## src/rtl/bit_serializer.sv

```systemverilog
// bit_serializer: parallel-in / serial-out stage feeding the det_1011 detector's `in` port.
// Latency: a word accepted on edge k drives its first bit after edge k+1 and its last bit after edge k+WIDTH.
// Backpressure: single holding register; registered din_ready is low while it is full, so back-to-back words run bubble-free.
// Ports: clk, rstn (async, active-low) | din/din_valid/din_ready word handshake |
//        ser_out/out_valid/sof/eow framed serial stream | busy = shifting, gapping or holding a word.
module bit_serializer #(
    parameter int   WIDTH     = 8,
    parameter bit   LSB_FIRST = 1'b0,
    parameter int   GAP       = 0,
    parameter logic IDLE_BIT  = 1'b0
) (
    input  logic             clk,
    input  logic             rstn,
    input  logic [WIDTH-1:0] din,
    input  logic             din_valid,
    output logic             din_ready,
    output logic             ser_out,
    output logic             out_valid,
    output logic             sof,
    output logic             eow,
    output logic             busy
);

    localparam int CW = $clog2(WIDTH);

    localparam logic [1:0] S_IDLE  = 2'd0;
    localparam logic [1:0] S_SHIFT = 2'd1;
    localparam logic [1:0] S_GAP   = 2'd2;

    localparam logic [CW-1:0] CNT_LAST = CW'(WIDTH - 1);
    localparam logic [CW-1:0] CNT_PEN  = CW'(WIDTH - 2);
    localparam logic [3:0]    GAP_LOAD = (GAP > 0) ? 4'(GAP - 1) : 4'd0;

    logic [1:0]       state;
    logic [WIDTH-1:0] sr;
    logic [WIDTH-1:0] hold;
    logic             hold_full;
    logic [CW-1:0]    cnt;
    logic [3:0]       gapcnt;

    logic             take;
    logic             drain;
    logic             hold_full_nxt;
    logic [WIDTH-1:0] sr_shift;
    logic             first_bit;
    logic             next_bit;

    always_comb begin
        take  = din_valid & din_ready;
        // The held word moves into the shifter whenever the serial side is free:
        // from IDLE, at the end of a word when there is no gap, or at the end of the gap.
        drain = hold_full & ((state == S_IDLE) |
                             ((state == S_SHIFT) & (cnt == CNT_LAST) & (GAP == 0)) |
                             ((state == S_GAP) & (gapcnt == 4'd0)));
        hold_full_nxt = hold_full;
        if (take) begin
            hold_full_nxt = 1'b1;
        end else if (drain) begin
            hold_full_nxt = 1'b0;
        end
        // The output end of sr is bit WIDTH-1 for MSB-first and bit 0 for LSB-first.
        sr_shift  = LSB_FIRST ? {1'b0, sr[WIDTH-1:1]} : {sr[WIDTH-2:0], 1'b0};
        first_bit = LSB_FIRST ? hold[0] : hold[WIDTH-1];
        next_bit  = LSB_FIRST ? sr_shift[0] : sr_shift[WIDTH-1];
    end

    assign busy = (state != S_IDLE) | hold_full;

    always_ff @(posedge clk or negedge rstn) begin
        if (!rstn) begin
            state     <= S_IDLE;
            sr        <= '0;
            hold      <= '0;
            hold_full <= 1'b0;
            cnt       <= '0;
            gapcnt    <= 4'd0;
            din_ready <= 1'b0;
            ser_out   <= IDLE_BIT;
            out_valid <= 1'b0;
            sof       <= 1'b0;
            eow       <= 1'b0;
        end else begin
            if (take) begin
                hold <= din;
            end
            hold_full <= hold_full_nxt;
            // Tracks the next value of hold_full, so ready is never high while the register is full.
            din_ready <= ~hold_full_nxt;

            case (state)
                S_IDLE: begin
                    ser_out   <= IDLE_BIT;
                    out_valid <= 1'b0;
                    sof       <= 1'b0;
                    eow       <= 1'b0;
                end
                S_SHIFT: begin
                    if (cnt != CNT_LAST) begin
                        sr      <= sr_shift;
                        cnt     <= cnt + 1'b1;
                        ser_out <= next_bit;
                        sof     <= 1'b0;
                        eow     <= (cnt == CNT_PEN);
                    end else begin
                        ser_out   <= IDLE_BIT;
                        out_valid <= 1'b0;
                        sof       <= 1'b0;
                        eow       <= 1'b0;
                        if (GAP > 0) begin
                            state  <= S_GAP;
                            gapcnt <= GAP_LOAD;
                        end else begin
                            state <= S_IDLE;
                        end
                    end
                end
                S_GAP: begin
                    ser_out   <= IDLE_BIT;
                    out_valid <= 1'b0;
                    if (gapcnt == 4'd0) begin
                        state <= S_IDLE;
                    end else begin
                        gapcnt <= gapcnt - 1'b1;
                    end
                end
                default: begin
                    state     <= S_IDLE;
                    ser_out   <= IDLE_BIT;
                    out_valid <= 1'b0;
                    sof       <= 1'b0;
                    eow       <= 1'b0;
                end
            endcase

            // A load overrides whatever the state branch chose above.
            if (drain) begin
                state     <= S_SHIFT;
                sr        <= hold;
                cnt       <= '0;
                ser_out   <= first_bit;
                out_valid <= 1'b1;
                sof       <= 1'b1;
                eow       <= 1'b0;
            end
        end
    end

endmodule

```

## config.mk

```make
export PLATFORM = sky130hd
export DESIGN_NAME = bit_serializer
export DESIGN_NICKNAME = d
export VERILOG_FILES = /design/src/rtl/bit_serializer.sv
export SDC_FILE = /design/constraint.sdc
export NUM_CORES = 1
export LEC_CHECK = 0
export ABC_AREA = 1
export BUFFER_PORTS_ARGS = -buffer_cell sky130_fd_sc_hd__buf_4
export CORE_MARGIN = 3
export CORE_UTILIZATION = 54
export CTS_CLUSTER_SIZE = 24
export DETAILED_ROUTE_END_ITERATION = 10
export PLACE_DENSITY_LB_ADDON = 0.08
export REMOVE_ABC_BUFFERS = 1
export SETUP_SLACK_MARGIN = 0.2
export SYNTH_ARGS = -nofsm -noshare
export SYNTH_HDL_FRONTEND = slang
export SYNTH_SLANG_ARGS = --single-unit
```

## constraint.sdc

```tcl
create_clock -name clk -period 1.8 [get_ports clk]
set_input_delay 0.36 -clock clk [delete_from_list [all_inputs] [get_ports clk]]
set_output_delay 0.36 -clock clk [all_outputs]
set_load 0.01 [all_outputs]
```

==> impl_metrics.py <==
metrics = {
    "drt": {
        "num_vias": 787,
        "drt_iter0_drc": 26,
        "viasPerCell": 5.110,
        "drt-total-wl_mm": 1.728,
        "met1_length_um": 790,
        "drc": 0,
        "topRoutingLayerUsed": "met4",
        "ant_nets": 0,
        "dr_wl_met3_um": 83,
        "wl_per_cell_um": 11.22,
        "first_pass_iters": 4,
        "wl_met2_um": 824,
    },
    "synthesis": {
        "ys_seq_area_frac": 0.5695,
        "synth_edf_count": 0,
        "netlist.area_leader.share": 0.5695,
        "yosysWarnings": 0,
        "synthTopCellsByCount": "nand2_1 (29), nand3_1 (29), dfrtp_1 (25), inv_1 (4)",
        "synth_area_per_cell_um2": 9.897,
        "ys.flop_type": "dfrtp_1",
        "syn_inst": 111,
        "async_flop_share": 1.000,
        "yosysTopAreaCell": "dfrtp_1",
        "synth.distinct_cells": 16,
        "ys_top_cells_by_area": "dfrtp_1 (57%), nand3_1 (13%), nand2_1 (9.9%), ha_1 (3.4%), buf_6 (3.1%)",
        "syn_area_um2": 1099,
        "ys_ff_latch": 25,
    },
    "grt": {
        "grt_pass1_vias": 781,
        "track_usage": 0.1680,
        "grt_pass1_wl_mm": 3.277,
        "grt-ovfl-total": 0,
        "antenna_found_initial": 0,
        "grt_start_max_net_pins": 26,
    },
    "timing": {
        "hold_violations": 0,
        "setup_slack_ns": 0.3105,
        "setup_viol": 0,
        "fmaxAchievable_ghz": 0.6713,
        "rsz0062_at_grt": "no",
        "tightest_slew_ns": 0.3029,
        "period_minus_slack_ns": 1.490,
        "holdWs_ns": 0.2676,
        "fin_crit_sh": 0.8275,
        "skew_ns": 0.006009,
        "fin_setup_tns_ns": 0,
        "maxSlewHeadroom": 0.7980,
        "slew_violations": 0,
    },
    "worst_setup_path": {
        "critPathTopFamily": "flip-flops",
        "crit_chain": "inv_4 > nand2_1 > buf_4",
        "worstSetupPathType": "reg -> out",
        "crit_required_ns": 1.44,
        "crit_slowest_cell": "dfrtp_2",
        "cp-end-kind": "output pin",
        "cp_max_fo": 12,
        "crit_path_start_kind": "register",
        "arrival_ns": 1.13,
        "crit_buf_inv": 2,
        "max_stage_delay_ns": 0.47,
    },
    "clock_tree": {
        "clk_pin_slew_ns": 0.13,
        "cts_buffer_depth": 2,
        "cts_tree": "done",
        "htree_num_levels": 1,
        "root_buffer": "clkbuf_4",
        "insertion_delay_ns": 0.31,
        "cts_buffers": 3,
        "clock-sinks": 25,
    },
    "pwr": {
        "peakVddDrop_mv": 0.8784,
        "leakage_nw": 0.6743,
        "p_per_area_nw_per_um2": 1551,
    },
    "finish": {
        "nets": 144,
        "n_fill_cell": 152,
        "n_antenna_cell": 0,
        "area_delta_synth_final_pct": 13.78,
        "drive_above_1_share": 0.2636,
    },
    "floorplan": {
        "die_w_um": 51.11,
        "die_h_um": 51.11,
        "pin_count": 17,
        "core_area_um2": 1821,
        "dieArea_um2": 2612,
        "rows": 15,
        "start_util": 0.6034,
    },
    "place": {
        "dp.final_hpwl_mm": 1.239,
        "place.gp.congestion": 0.7372,
        "dp_slack_ns": 0.3937,
        "port_buffers": 16,
    },
    "outcome": {
        "outcome": "completed",
    },
    "run": {
        "max_cap_violations": 0,
    },
    "hold_path": {
        "hold_class": "in -> reg",
    },
}
[worst reg2reg max path: stages, from the launching register on]
cell,delay [ns]
dfrtp_1,0.42
ha_1,0.19
ha_1,0.23
inv_2,0.08
nand2_4,0.15
o21ai_1,0.20
inv_1,0.05
[registers in the layout, indices dropped and copies added, names as in the netlist]
signal,cells
hold_full,1
sr,7
state,1
sof,1
din_ready,1
hold,8
out_valid,1
eow,1
cnt,3
ser_out,1
[cells by family after synthesis]
group,after synthesis,share of synthesized area
flip-flops,25,0.5695
AO/OA/AOI/OAI,5,0.02961
AND/OR/NAND/NOR,65,0.2847
adder cells (fa/ha/maj),3,0.03417
buffers and inverters,13,0.08200
[power by group]
group	switching (mW)	total (mW)	leakage (nW)	internal (mW)
clock	0.160	0.243	0.0177	0.0830
combinational	0.439	0.748	0.344	0.309
sequential	0.154	0.948	0.312	0.794
[metal layers]
layer	GRT usage	up-vias
li1	-	395
met1	0.2131	368
met2	0.2747	20
met3	0.03499	4
met4	0.07623	0
met5	0	-
[final timing paths]
path / start / endpoint / slack, ns / cells after the start
min in group asynchronous: rstn / sr[2]$_DFFE_PN0P_ / 0.46 / 2
worst max register to register: cnt[1]$_DFFE_PN0P_ / din_ready$_DFF_PN0_ / 0.40 / 6
worst min register to register: hold[0]$_DFFE_PN0P_ / hold[0]$_DFFE_PN0P_ / 0.49 / 2
worst min-delay path: din[4] / hold[4]$_DFFE_PN0P_ / 0.27 / 3
worst max-delay path: hold_full$_DFF_PN0_ / busy / 0.31 / 3
max in group asynchronous: rstn / hold_full$_DFF_PN0_ / 1.10 / 2
[placed cells by master (no fill, tap or decap)]
cell and count:
inv_1 4, inv_4 1, clkinv_2 1, nand2_4 3
nand2_1 29, buf_4 19, o21ai_1 2, nand2_2 1
o21ai_2 2, inv_2 2, nor2_4 1, dlygate4sd3_1 1
ha_1 3, nand3_1 29, dfrtp_1 24, a21oi_1 1
dfrtp_2 1, clkbuf_4 3, nor2_1 2
[stage by stage]
step | power [mW] | utilization | instance area, µm² | instances
floorplan | 1.425 | - | 1035 | 105
global placement | 1.634 | 0.6515 | 1186 | 146
detailed placement | 1.666 | 0.6515 | 1186 | 146
CTS | 1.913 | 0.6742 | 1227 | 151
global route | 2.124 | 0.6866 | 1250 | 154
finish | 1.939 | 0.6866 | 1250 | 154
[final cells by class]
class                      count  area [µm²]  area share
sequential                    25       626.9      0.5015
tap                           25       31.28     0.02503
timing repair buffer          20       152.6      0.1221
clock inverter                 1       5.005    0.004004
inverter                       7       28.78     0.02302
clock buffer                   3       22.52     0.01802
multi-input combinational     73       382.9      0.3063
[repair_timing]
action / in CTS / in global routing
resized for setup: 2 / 0
hold buffers: 1 / 0
hold endpoints to repair: 25 / 0
buffers inserted: 0 / 3
endpoints found under the setup margin: 1 / 1
pin swaps: 0 / 0
No activity file was read; power rests on OpenSTA's default activity.
